**src/rtl/ofmap_pkg.sv**
```systemverilog
// Shared types and widths for the output-feature-map buffer writer.
// One 128-bit buffer word holds sixteen 8-bit MAC results, lane 0 in the low byte.
package ofmap_pkg;

  localparam int LANES      = 16;
  localparam int LANE_W     = 8;
  localparam int WORD_W     = LANES * LANE_W;
  localparam int ADDR_W     = 9;
  localparam int LANE_IDX_W = 4;
  localparam int CNT_W      = 14;

  typedef enum logic [1:0] {
    ST_IDLE  = 2'd0,
    ST_RUN   = 2'd1,
    ST_FLUSH = 2'd2,
    ST_DONE  = 2'd3
  } state_t;

endpackage

```
**src/rtl/ofmap_pack16.sv**
```systemverilog
// Sixteen-lane byte packer: collects bytes into one buffer word and tracks filled lanes.
// merged_word shows the word including the byte being pushed this cycle, so a full word can be written without a bubble.
module ofmap_pack16
  import ofmap_pkg::*;
(
  input  logic                  clk,
  input  logic                  srst,
  input  logic                  clear,
  input  logic                  push,
  input  logic [LANE_IDX_W-1:0] lane,
  input  logic [LANE_W-1:0]     data,
  output logic [WORD_W-1:0]     word,
  output logic [LANES-1:0]      mask,
  output logic [WORD_W-1:0]     merged_word
);

  logic [LANES-1:0] merged_mask;

  genvar gi;
  generate
    for (gi = 0; gi < LANES; gi++) begin : g_lane
      logic hit;
      assign hit = push && (lane == LANE_IDX_W'(gi));
      assign merged_word[gi*LANE_W +: LANE_W] = hit ? data : word[gi*LANE_W +: LANE_W];
      assign merged_mask[gi] = mask[gi] | hit;
    end
  endgenerate

  // A completed word leaves through merged_word, so the register restarts empty.
  always_ff @(posedge clk) begin
    if (srst || clear) begin
      word <= '0;
      mask <= '0;
    end else if (push) begin
      if (lane == LANE_IDX_W'(LANES - 1)) begin
        word <= '0;
        mask <= '0;
      end else begin
        word <= merged_word;
        mask <= merged_mask;
      end
    end
  end

endmodule

```
**src/rtl/ofmap_writer.sv**
```systemverilog
// Writes a frame of MAC result bytes into a 16-bank byte-wide buffer, one 128-bit word per 16 bytes.
// A trailing partial word is flushed with byte enables for the filled lanes only.
module ofmap_writer
  import ofmap_pkg::*;
#(
  parameter int                FRAME_PIX = 4096,
  parameter logic [ADDR_W-1:0] BASE_ADDR = 9'd0
) (
  input  logic               clk,
  input  logic               rstn,
  input  logic               iStart,
  input  logic               iVld,
  input  logic [LANE_W-1:0]  iData,
  output logic [LANES-1:0]   o_ena,
  output logic [ADDR_W-1:0]  o_addra,
  output logic [LANES-1:0]   o_wea,
  output logic [WORD_W-1:0]  o_dia,
  output logic               oBusy,
  output logic               oDone,
  output logic               oDrop
);

  localparam logic [CNT_W-1:0]      LAST_CNT  = CNT_W'(FRAME_PIX);
  localparam logic [LANE_IDX_W-1:0] LAST_LANE = LANE_IDX_W'(LANES - 1);

  state_t                  state;
  logic [CNT_W-1:0]        pix_cnt;
  logic [CNT_W-1:0]        pix_next;
  logic [ADDR_W-1:0]       addr;
  logic [LANE_IDX_W-1:0]   lane;
  logic                    pack_clear;
  logic                    pack_push;
  logic [WORD_W-1:0]       pack_word;
  logic [LANES-1:0]        pack_mask;
  logic [WORD_W-1:0]       merged_word;

  assign lane       = pix_cnt[LANE_IDX_W-1:0];
  assign pix_next   = pix_cnt + CNT_W'(1);
  assign pack_clear = (state == ST_IDLE) && iStart;
  assign pack_push  = (state == ST_RUN) && iVld;

  ofmap_pack16 u_pack (
    .clk         (clk),
    .srst        (rstn),
    .clear       (pack_clear),
    .push        (pack_push),
    .lane        (lane),
    .data        (iData),
    .word        (pack_word),
    .mask        (pack_mask),
    .merged_word (merged_word)
  );

  always_ff @(posedge clk) begin
    if (rstn) begin
      state   <= ST_IDLE;
      pix_cnt <= '0;
      addr    <= BASE_ADDR;
      o_ena   <= '0;
      o_wea   <= '0;
      o_addra <= '0;
      o_dia   <= '0;
      oBusy   <= 1'b0;
      oDone   <= 1'b0;
      oDrop   <= 1'b0;
    end else begin
      o_ena <= '0;
      o_wea <= '0;
      oDone <= 1'b0;
      // Bytes arriving outside RUN (including alongside iStart) are lost.
      if (iVld && (state != ST_RUN)) oDrop <= 1'b1;

      case (state)
        ST_IDLE: begin
          if (iStart) begin
            state   <= ST_RUN;
            pix_cnt <= '0;
            addr    <= BASE_ADDR;
            oBusy   <= 1'b1;
          end
        end
        ST_RUN: begin
          if (iVld) begin
            pix_cnt <= pix_next;
            if (lane == LAST_LANE) begin
              o_ena   <= '1;
              o_wea   <= '1;
              o_dia   <= merged_word;
              o_addra <= addr;
              addr    <= addr + ADDR_W'(1);
            end
            if (pix_next == LAST_CNT) begin
              state <= (lane == LAST_LANE) ? ST_DONE : ST_FLUSH;
            end
          end
        end
        ST_FLUSH: begin
          o_ena   <= '1;
          o_wea   <= pack_mask;
          o_dia   <= pack_word;
          o_addra <= addr;
          addr    <= addr + ADDR_W'(1);
          state   <= ST_DONE;
        end
        ST_DONE: begin
          oDone <= 1'b1;
          oBusy <= 1'b0;
          state <= ST_IDLE;
        end
        default: state <= ST_IDLE;
      endcase
    end
  end

endmodule

```
**config.mk**
```make
export PLATFORM = sky130hd
export DESIGN_NAME = ofmap_writer
export DESIGN_NICKNAME = d
export VERILOG_FILES = /design/src/rtl/ofmap_pkg.sv /design/src/rtl/ofmap_pack16.sv /design/src/rtl/ofmap_writer.sv
export SDC_FILE = /design/constraint.sdc
export NUM_CORES = 1
export LEC_CHECK = 0
export BUFFER_PORTS_ARGS = -buffer_cell sky130_fd_sc_hd__buf_4
export CORE_UTILIZATION = 60
export CTS_CLUSTER_SIZE = 30
export DETAILED_ROUTE_END_ITERATION = 16
export GPL_TIMING_DRIVEN = 0
export PLACE_DENSITY_LB_ADDON = 0.08
export SLEW_MARGIN = 20
export SYNTH_ARGS = -nofsm -noshare
export SYNTH_HDL_FRONTEND = slang
export SYNTH_SLANG_ARGS = --single-unit
```
**constraint.sdc**
```tcl
create_clock -name clk -period 4.6 [get_ports clk]
set_input_delay 1.15 -clock clk [delete_from_list [all_inputs] [get_ports clk]]
set_output_delay 1.15 -clock clk [all_outputs]
set_load 0.01 [all_outputs]
```
# Yosys cells after proc, flatten, opt, wreduce, memory -nomap -nowiden

Cells that the tools add are included.

Add/subtract/negate cells: 2
Equal/unequal tests: 24
Mux-type cells: 43
Bitwise gates (word level): 16
Reduce and logical (&&, ||, !) cells: 31

Operator list:

| operator              | count |
|---|---|
| $mux 128              | 3 |
| $pmux 128 s2          | 1 |
| $mux 8                | 16 |
| $pmux 16 s2           | 2 |
| $mux 16               | 3 |
| $mux 9                | 5 |
| $eq 4x4->1 const B    | 8 |
| $mux 14               | 2 |
| $pmux 14 s2           | 1 |
| $pmux 9 s3            | 1 |
| $logic_and 1x1->1     | 19 |
| $pmux 9 s2            | 1 |
| $eq 4x3->1 const B    | 4 |
| $or 1x1->1            | 16 |
| $add 14x1->14 const B | 1 |
| $eq 14x13->1 const B  | 1 |
| $add 9x1->9 const B   | 1 |
| $reduce_and 3->1      | 3 |
| $eq 4x2->1 const B    | 2 |
| $pmux 2 s4            | 1 |
| $mux 2                | 3 |
| $ne 2x1->1 const B    | 3 |
| $reduce_bool 2->1     | 3 |
| $eq 2x2->1 const B    | 2 |
| other kinds (11)      | 14 |

Register bits after elaboration: 341
Input bits: 12
Output and inout port bits: 172
Logic and storage cells: 128

# Longest topological paths before layout

Gate-level depths: netlist (run 1).

Depth after elaboration: 7
Depth in mapped cells: 10

# Hierarchy

From an unflattened synthesis (run 1), not the netlist that was laid out.

Cells, all modules: 1584
Area, all modules: 14858.0 sq um

Modules (own cells, without submodules):

| module       | times used | cells each | area each (sq um) |
|---|---|---|---|
| ofmap_writer | 1          | 863        | 8120.3 |
| ofmap_pack16 | 1          | 721        | 6737.7 |

# Worst setup path before layout (run 1)

OpenSTA, ideal clock, no wires.

Kind: input to register
Start point: input rstn
End point: register u_pack.word[100]
Setup time: 0.128 ns
Data arrival time: 2.248 ns
Required time: 4.472 ns
Slack: 2.225 ns
Stages on the path: 6
Path buffers: 4
Cells stage by stage: clkbuf_1 -> a21o_1 -> clkbuf_1 -> clkbuf_1 -> clkbuf_1 -> nor2_1

Longest elaborated chain between the ends: 1

Ends and longest elaborated chain:

| element              | RTL line           | text |
|---|---|---|
| from (decl)          | ofmap_writer.sv:10 | `input logic rstn,` |
| $logic_or 1x1->1     | ofmap_pack16.sv:31 | `if (srst \|\| clear) begin` |
| to (signal assigned) | ofmap_pack16.sv:39 | `word <= merged_word;` |
| to (decl)            | ofmap_pack16.sv:12 | `output logic [WORD_W-1:0] word,` |

Every way passes these cells.
A chain may end at the register's enable or synchronous reset.

# Worst setup path after layout (run 1)

Start point: register state[0]
End point: register o_dia[55]

Longest elaborated chain between the ends: 7

Ends and longest elaborated chain:

| element                | RTL line                               | text |
|---|---|---|
| from (decl)            | ofmap_writer.sv:26                     | `state_t state;` |
| from (signal assigned) | ofmap_writer.sv:93                     | `state <= (lane == LAST_LANE) ? ST_DONE : ST_FLUSH;` |
| $eq 2x1->1             | ofmap_writer.sv:40, ofmap_writer.sv:73 |  |
| $logic_and 1x1->1      | ofmap_writer.sv:40                     | `assign pack_push = (state == ST_RUN) && iVld;` |
| $logic_and 1x1->1      | ofmap_pack16.sv:23                     | `assign hit = push && (lane == LANE_IDX_W'(gi));` |
| $mux 8                 | ofmap_pack16.sv:24                     | `assign merged_word[gi*LANE_W +: LANE_W] = hit ? data : word[gi*LANE_W +: LANE_W];` |
| $mux 128               | ofmap_writer.sv:85                     | `if (lane == LAST_LANE) begin` |
| $mux 128               | ofmap_writer.sv:83                     | `if (iVld) begin` |
| $pmux 128 s2           | ofmap_writer.sv:73                     | `case (state)` |
| to (signal assigned)   | ofmap_writer.sv:88                     | `o_dia <= merged_word;` |
| to (signal assigned)   | ofmap_writer.sv:100                    | `o_dia <= pack_word;` |
| to (decl)              | ofmap_writer.sv:17                     | `output logic [WORD_W-1:0] o_dia,` |

Parallel ways exist; a longest one is shown, timed or not. The select of a mux whose other input is x is not followed.

==> key figures, run 1 <==
GRT
  – Tot GR Track Use: 0.325
  – Initial antenna violation count: 0
  – Largest net degree at the start of global routing: 17
  – Grt total ovfl: 0
  – First-pass GRT wire length: between 50 and 60 mm
  – Number of global-route vias before repair: 10,571

STA
  – Tcrit/Tclk final: 0.593
  – F_max: 367 MHz
  – Pins over their slew limit: 0
  – Final hold slack: ~450 ps
  – Least-Margin Pin Slew: approximately 950 ps
  – TNS Setup: 0 ps
  – RSZ-0062 raised after global routing: no
  – Min cycle time layout: 2730 ps
  – Slew HR: 0.369
  – Hold Vio Cnt, Final: 0
  – Final setup viols: 0
  – Skew final: between 10 and 15 ps

Power and ir drop
  – Lkg Pwr: roughly 6 nW
  – Max VDD drop: 0.000292 V
  – Pwr Density: around 500 mW/mm²

Route
  – Routed len/inst: just under 20 µm
  – Routed wire length: ~38 mm
  – DR pass1 iterations: 5
  – Drt drc: 0
  – Vias/cell: between 5 and 6
  – DRT antenna net count: 0
  – DR iter-0 viols: 835
  – Via count: approximately 11,000

Worst hold path
  – Class of the worst hold path: flip-flop to flip-flop

Clock tree
  – Cts repair resizes: 0
  – CTS sink count: about 330
  – TritonCTS clock tree: done
  – Worst skew pair latency: ~500 ps
  – CTS Buf Count: 34
  – Clock Root Buffer: clkbuf_16
  – H-tree Lvls: 2
  – Clk buf depth: 3
  – Hold-fix buffers, CTS: 0
  – Setup bufs post-CTS: 0
  – Reg clk slew, reported paths: ~60 ps

Floorplan
  – CORE AREA: roughly 0.022 mm²
  – Rows: 54
  – I/O pin total: about 180
  – Die Span Y: 152 µm
  – Die span in x: 152 µm
  – Die Area: 0.0230 mm²
  – Initial Util: 0.614

Job
  – Max cap viols: 0

Yosys
  – Register area share after synthesis: 0.486
  – Cells after Synth: 1,392
  – Post-synth top cells: dfxtp_1, nor2_1, a22oi_1, mux2i_1, a211oi_2
  – Post-synth EDFFs: 0
  – Yosys top cell by area: dfxtp_1
  – Most numerous cell in the Yosys netlist: dfxtp_1
  – Largest cells by area after synthesis: dfxtp_1, mux2i_1, nor2_1
  – Syn_area_per_cell: roughly 9.7 µm²
  – Syn nets: ~1,400
  – Warnings from Yosys: 0
  – FF+latch count, synth: around 330
  – Synth Cell Area: roughly 0.013 mm²
  – Synth async-reset ratio: 0
  – Post-synthesis cell type count: 53
  – Proportion of netlist area held by the largest area contributor: 0.486
  – Top FF cell, synth: dfxtp_1

Cells and area
  – Diode count: 0
  – Fin nets: about 1,600
  – Fraction of layout cells with a size suffix above 1: 0.242
  – Multi-input gate area in the final layout: between 0.006 and 0.007 mm²
  – Sequential Area: around 0.0065 mm²
  – Filler instances: about 1,600
  – Area grow syn2layout: 20.9%

Critical path
  – Critical Path Fanout Max: 10
  – Startpoint types: flip-flop
  – Crit path capture type: flip-flop
  – Kind of critical path: flip-flop to flip-flop
  – Arr. time, crit path: between 3000 and 4000 ps
  – Worst endpoint required time: between 4000 and 5000 ps

Status
  – Status: finished clean

Place
  – DP Wirelength: 25.0 mm
  – Global placement routability congestion: approximately 0.83
  – Port buffer count: about 180
-- final cells by class --
cell class                      instances  area share
Sequential cell                       326       0.402
Multi-Input combinational cell        915       0.379
Timing Repair Buffer                  182      0.0841
Clock buffer                           51      0.0646
Buffer                                142      0.0444
Tap cell                              280      0.0216
Clock inverter                          7     0.00231
Inverter                                9     0.00208
-- path summary, 6_finish.rpt --
kind	depth (start not counted)	to	startpoint	slack [ps]
setup / recovery	8	o_dia[55]	state[0]	1870
hold / removal	2	o_addra[7]	o_addra[7]	450
setup reg to reg	8	o_dia[55]	state[0]	1870
hold reg to reg	2	o_addra[7]	o_addra[7]	450
-- routing by layer --
layer,GRT usage,routed length [µm],vias up
met5,0,0,-
met4,0.103,844,0
met3,0.0623,3080,63
met2,0.508,17300,471
met1,0.451,16500,5556
li1,-,-,5359
-- power breakdown --
part,leakage (nW),internal [mW],switching [mW]
clock,0.538,1.57,1.11
combinational,2.93,0.845,1.26
sequential,2.63,3.13,0.190
total,6.11,5.54,2.55
-- metrics by stage --
stage	total power [mW]	utilization	std cells	worst slack (ps)	area [µm²]
2_1_floorplan	4.63	-	1392	2220	13400
3_3_place_gp	5.39	0.692	1854	1480	15200
3_5_place_dp	5.44	0.692	1854	1440	15200
4_1_cts	8.10	0.742	1912	1900	16200
5_1_grt	8.44	0.742	1912	1710	16200
6_report	8.10	0.742	1912	1870	16200
-- state kept, by name, summed over array words and instances, names as in the netlist --
name and cells:
addr 9, oBusy 1, oDone 1, oDrop 1, o_addra 9, o_dia 128
o_ena 1, o_wea 16, pix_cnt 14, state 2, u_pack.mask 16, u_pack.word 128
-- cell usage in the layout, fill, tap and decap left out, types with 3 or more instances in the layout --
master,n
o21ai_0,10
nor3_1,17
o22ai_1,8
nand2_1,38
and2_1,25
nand2_2,5
a21oi_1,27
buf_1,4
ha_1,10
a311oi_1,5
clkbuf_8,7
o21ai_2,5
xor2_1,7
a31oi_1,3
nor2b_1,4
a22oi_1,123
clkbuf_16,37
dfxtp_1,326
nor2_1,281
nand3_1,14
clkinv_2,6
and3_1,16
mux2i_1,121
buf_4,217
a211oi_2,66
buf_2,39
inv_1,9
o21ai_1,10
a211oi_1,59
clkbuf_1,70
o21a_1,28
-- cell families after synthesis --
logic type / share of synthesized area
AOI/OAI and AO/OA: 0.215
and+or+nand+nor: 0.139
buffers and inverters: 0.0561
adders and majority gates: 0.00931
muxes: 0.0901
xor gates and xnor gates: 0.00521
DFF: 0.486
-- critical path: stages (launching register included) --
cell and delay (ps):
dfxtp_1 410, inv_1 110, ha_1 280, inv_1 250, buf_1 630, and3_1 270
buf_4 190, mux2i_1 340, a211oi_2 110
(Power assumes the default switching activity.)
==> inputs of run 2 (changes only) <==
- ABC_AREA: unset -> 1
- CORE_UTILIZATION: 60 -> 58
- clock period: 4.6 -> 2.7 ns (I/O delays scaled with it)
==> key figures, run 2 <==
Yosys
  – Post-synthesis cell type count: 40
  – Proportion of netlist area held by the largest area contributor: 0.457
  – Post-synth top cells: nand2_1, a21oi_1, dfxtp_1, o21ai_0, inv_1
  – Warnings from Yosys: 0
  – Synth async-reset ratio: 0
  – FF+latch count, synth: 326
  – Top FF cell, synth: dfxtp_1
  – Synth Cell Area: roughly 0.014 mm²
  – Largest cells by area after synthesis: dfxtp_1, a21oi_1, nand2_1
  – Yosys top cell by area: dfxtp_1
  – Most numerous cell in the Yosys netlist: nand2_1
  – Syn nets: between 1,500 and 2,000
  – Cells after Synth: between 1,500 and 2,000
  – Syn_area_per_cell: 7.30 µm²
  – Register area share after synthesis: 0.457
  – Post-synth EDFFs: 0

Floorplan
  – Die span in x: approximately 160 µm
  – Rows: 57
  – Die Span Y: 159 µm
  – Die Area: between 0.02 and 0.03 mm²
  – CORE AREA: 0.0242 mm²
  – I/O pin total: about 180
  – Initial Util: 0.589

GRT
  – First-pass GRT wire length: 68.8 mm
  – Grt total ovfl: 0
  – Tot GR Track Use: 0.336
  – Largest net degree at the start of global routing: 17
  – Number of global-route vias before repair: 13,206
  – Initial antenna violation count: 0

Cells and area
  – Finished Layout Cells: about 2,500
  – Diode count: 0
  – Biggest registers after layout: o_dia: 128 flops, u_pack.word: 128 flops
  – Filler instances: 2,036
  – Most frequent cells in the layout: nand2_1, a21oi_1, dfxtp_1
  – Area grow syn2layout: 20.1%
  – Fraction of layout cells with a size suffix above 1: 0.159
  – Fin nets: ~2,200
  – Commonest non-fill, non-tap cell in the layout: nand2_1

STA
  – Slew HR: 0.275
  – Fin worst setup slack: about 260 ps
  – Least-Margin Pin Slew: 1090 ps
  – Hold Vio Cnt, Final: 0
  – F_max: 409 MHz
  – Skew final: approximately 18 ps
  – Pins over their slew limit: 0
  – Min cycle time layout: between 2000 and 2500 ps
  – Final setup viols: 0
  – RSZ-0062 raised after global routing: no
  – Tcrit/Tclk final: 0.905

Clock tree
  – Reg clk slew, reported paths: approximately 60 ps
  – TritonCTS clock tree: done
  – CTS Buf Count: 35
  – Clock Root Buffer: clkbuf_16
  – CTS sink count: between 300 and 400
  – Clk buf depth: 3
  – Worst skew pair latency: 520 ps
  – H-tree Lvls: 2

Place
  – DP Wirelength: 28.9 mm
  – Global placement routability congestion: approximately 0.9
  – Placed cells: 2,462
  – Port buffer count: 183
  – Pre-CTS setup slack: -61.4 ps

Power and ir drop
  – Total power: between 15 and 20 mW
  – Lkg Pwr: 6.92 nW
  – Max VDD drop: 0.000533 V
  – Pwr Density: between 900 and 1000 mW/mm²

Worst hold path
  – Class of the worst hold path: flip-flop to flip-flop

Critical path
  – Slowest library cell on the worst path: dfxtp_1
  – Crit path capture type: flip-flop
  – Critical Path Fanout Max: 10
  – Arr. time, crit path: ~2900 ps
  – Kind of critical path: flip-flop to flip-flop
  – Startpoint types: flip-flop
  – Critical path's largest stage delay: between 400 and 500 ps
  – Worst endpoint required time: 3150 ps
  – Worst path cell trace: inv_1, ha_1, buf_6, nand2_4, nor2_4, inv_2, o21ai_4, inv_2, buf_4, buf_2, a21oi_1, a21oi_1

Route
  – DR pass1 iterations: 6
  – Vias/cell: ~5.8
  – DR iter-0 viols: 1,407
  – Routed wire length: roughly 44 mm
  – Drt drc: 0
  – Via count: around 15,000
  – DRT antenna net count: 0
  – Routed len/inst: about 17 µm

Job
  – Max cap viols: 0

Status
  – Status: finished clean
run 2: worst max-delay path, delay by kind of cell (launching register included):
family                     cells  cell delay [ps]
AOI/OAI and AO/OA              3              400
adders and majority gates      1              200
buffers and inverters          6             1180
DFF                            1              420
and+or+nand+nor                2              150
run 2: metrics by stage:
step	area (µm²)	hold slack [ps]	setup TNS [ps]	utilization
2_1_floorplan	14300	416	0	-
3_3_place_gp	16100	424	-30.3	0.662
3_5_place_dp	16100	426	-61.4	0.662
4_1_cts	17100	435	0	0.707
5_1_grt	17200	448	0	0.707
6_report	17200	435	0	0.707
run 2: path summary, 6_finish.rpt:
check	from	to	slack (ps)	cells after the start
worst max-delay path	state[1]	o_dia[110]	260	12
worst min-delay path	u_pack.word[121]	u_pack.word[121]	440	2
worst max register to register	state[1]	o_dia[110]	260	12
worst min register to register	u_pack.word[121]	u_pack.word[121]	440	2
run 2: layout make-up:
class                           count  area [µm²]  share of cell area
Timing Repair Buffer              183        1370              0.0801
Clock buffer                       52        1020              0.0595
Inverter                          136         510              0.0298
Clock inverter                      6        70.1             0.00409
Sequential cell                   326        6530               0.381
Buffer                            158         783              0.0457
Tap cell                          324         405              0.0236
Multi-Input combinational cell   1335        6460               0.377
run 2: cell families (layout without fill, tap and decap cells):
| group | after synthesis | after routing | share of synthesized area |
|---|---|---|---|
| AO/OA/AOI/OAI | 683 | 683 | 0.257 |
| XOR/XNOR | 1 | 1 | 0.000614 |
| adder cells (fa/ha/maj) | 10 | 10 | 0.00877 |
| buffers and inverters | 294 | 535 | 0.0905 |
| flip-flops | 326 | 326 | 0.457 |
| AND/OR/NAND/NOR | 641 | 641 | 0.186 |
run 2: routing by layer:
| layer | track usage | part of all wire | vias to the layer above |
|---|---|---|---|
| li1 | - | - | 6921 |
| met1 | 0.457 | 0.42 | 6705 |
| met2 | 0.522 | 0.45 | 802 |
| met3 | 0.0543 | 0.094 | 132 |
| met4 | 0.160 | 0.041 | 0 |
| met5 | 0 | 0 | - |
run 2: what timing repair did:
action / in CTS / in global routing
setup buffers: 0 / 0
hold buffers: 0 / 0
endpoints found under the setup margin: 0 / 34
endpoints found under the hold margin: 0 / 0
resized for setup: 0 / 3
run 2: power breakdown:
group          internal [mW]  leakage (nW)  total [mW]  switching (mW)
Combinational           1.77          3.74        4.75            2.98
Sequential              5.57          2.64        6.07           0.501
Clock                   2.71         0.536        4.64            1.93
==> inputs of run 3 (changes only) <==
- BUFFER_PORTS_ARGS: -buffer_cell sky130_fd_sc_hd__buf_4 -> -buffer_cell sky130_fd_sc_hd__buf_2
- CORE_UTILIZATION: 58 -> 52
- clock period: 2.7 -> 2.05 ns (I/O delays scaled with it)
==> key figures, run 3 (synthesis gave the netlist of run 2 again) <==
Status
  – Status: finished clean

Cells and area
  – Fraction of layout cells with a size suffix above 1: 0.228
  – Most frequent cells in the layout: nand2_1, a21oi_1, dfxtp_1
  – Fin nets: ~2,200
  – Commonest non-fill, non-tap cell in the layout: nand2_1
  – Filler instances: ~2,400
  – Diode count: 0
  – Biggest registers after layout: o_dia: 128 flops, u_pack.word: 128 flops
  – Fin area: approximately 0.018 mm²
  – Area grow syn2layout: 23.6%

STA
  – RSZ-0062 raised after global routing: yes
  – TNS Setup: 0 ps
  – Min cycle time layout: between 2000 and 2500 ps
  – Final setup viols: 0
  – Least-Margin Pin Slew: approximately 1200 ps
  – Tcrit/Tclk final: 0.982
  – Hold Vio Cnt, Final: 0
  – Slew HR: 0.211
  – Skew final: between 6 and 7 ps
  – Final hold slack: 336 ps
  – F_max: ~500 MHz
  – Pins over their slew limit: 0

GRT
  – First-pass GRT wire length: just under 70 mm
  – Initial antenna violation count: 0
  – Largest net degree at the start of global routing: 18
  – Grt total ovfl: 0
  – Number of global-route vias before repair: about 13,000
  – Tot GR Track Use: 0.309

Floorplan
  – Die Span Y: 168 µm
  – Rows: 60
  – CORE AREA: 0.0270 mm²
  – I/O pin total: ~180
  – Die span in x: approximately 170 µm
  – Initial Util: 0.530
  – Die Area: about 0.028 mm²

Power and ir drop
  – Pwr Density: about 1200 mW/mm²
  – Max VDD drop: ~0.00086 V
  – Lkg Pwr: 7.37 nW

Critical path
  – Kind of critical path: flip-flop to flip-flop
  – Critical Path Fanout Max: 10
  – Critical path's largest stage delay: between 300 and 400 ps
  – FF-to-FF path depth: 11
  – Worst path cell trace: inv_2, ha_2, buf_6, nand2_8, nor2_4, buf_12, nand2_4, buf_2, o21ai_1, nor2_1, o221a_2
  – Buf+Inv Stages, Crit Path: 4
  – Crit path capture type: flip-flop
  – CP delay by family, top: buffers and inverters
  – Worst endpoint required time: 2460 ps
  – Arr. time, crit path: 2420 ps
  – Slowest library cell on the worst path: dfxtp_4
  – Critical path depth in cells: 11
  – Startpoint types: flip-flop

Place
  – Port buffer count: roughly 180
  – Placed Instance Area: around 0.016 mm²
  – DP Wirelength: just under 30 mm
  – Global placement routability congestion: around 0.88

Route
  – Drt drc: 0
  – Routed wire length: around 45 mm
  – Vias/cell: approximately 5.6
  – Via count: around 14,000
  – DR pass1 iterations: 5
  – Routed len/inst: approximately 18 µm
  – DR iter-0 viols: ~1,500
  – DRT antenna net count: 0

Clock tree
  – Reg clk slew, reported paths: roughly 60 ps
  – CTS sink count: approximately 330
  – CTS Buf Count: 35
  – Worst skew pair latency: around 520 ps
  – Clk buf depth: 3
  – TritonCTS clock tree: done
  – H-tree Lvls: 2
  – Clock Root Buffer: clkbuf_16

Worst hold path
  – Hold Path Stages: 3
  – Class of the worst hold path: primary input to flip-flop

Job
  – Max cap viols: 0
==> run 3: power breakdown <==
part / internal [mW] / total, mW / switching (mW) / leakage [nW]
Combinational: 2.29 / 6.47 / 4.19 / 4.13
Sequential: 7.34 / 7.95 / 0.604 / 2.64
Clock: 4.03 / 6.64 / 2.61 / 0.597
Total: 13.7 / 21.1 / 7.40 / 7.37
==> run 3: final timing paths <==
kind                       to        startpoint  slack (ps)
max                  o_dia[7]          state[1]          40
min                     oBusy            iStart         340
max reg2reg          o_dia[7]          state[1]          40
min reg2reg  u_pack.word[125]  u_pack.word[125]         440
==> run 3: routing by layer <==
metal | vias up | share of wire | GRT usage
met4 | 0 | 0.032 | 0.113
met3 | 97 | 0.080 | 0.0423
met2 | 623 | 0.46 | 0.491
li1 | 6976 | - | -
met5 | - | 0 | 0
met1 | 6713 | 0.43 | 0.428
==> run 3: timing repair <==
| action | 4_1_cts | 5_1_grt |
|---|---|---|
| pin swaps | 6 | 7 |
| endpoints found under the setup margin | 289 | 285 |
| gates resized for setup | 55 | 214 |
| buffers inserted | 11 | 14 |
| hold buffers | 0 | 0 |
| cloned | 0 | 2 |
==> run 3: cell type report <==
cell class | count | area, µm² | area share
Clock inverter | 8 | 119 | 0.00674
Sequential cell | 326 | 6540 | 0.371
Tap cell | 341 | 427 | 0.0242
Timing Repair Buffer | 210 | 1200 | 0.0680
Multi-Input combinational cell | 1335 | 6790 | 0.385
Buffer | 152 | 952 | 0.0540
Clock buffer | 53 | 1090 | 0.0616
Inverter | 136 | 523 | 0.0297
==> run 3: per-stage QoR <==
stage          setup WS [ps]  power, mW  std cells   util
4_1_cts                -17.6       20.5       2548  0.632
6_report                36.4       21.1       2561  0.654
3_5_place_dp            -564       13.7       2479  0.579
2_1_floorplan            216       11.3       1955      -
5_1_grt                -35.8       21.9       2561  0.654
3_3_place_gp            -523       13.6       2479  0.579
==> run 3: worst register-to-register path, cell delays in order, from the launching register on <==
cell,delay (ps)
dfxtp_4,360
inv_2,70
ha_2,170
buf_6,120
nand2_8,80
nor2_4,130
buf_12,130
nand2_4,80
buf_2,210
o21ai_1,190
nor2_1,90
o221a_2,270
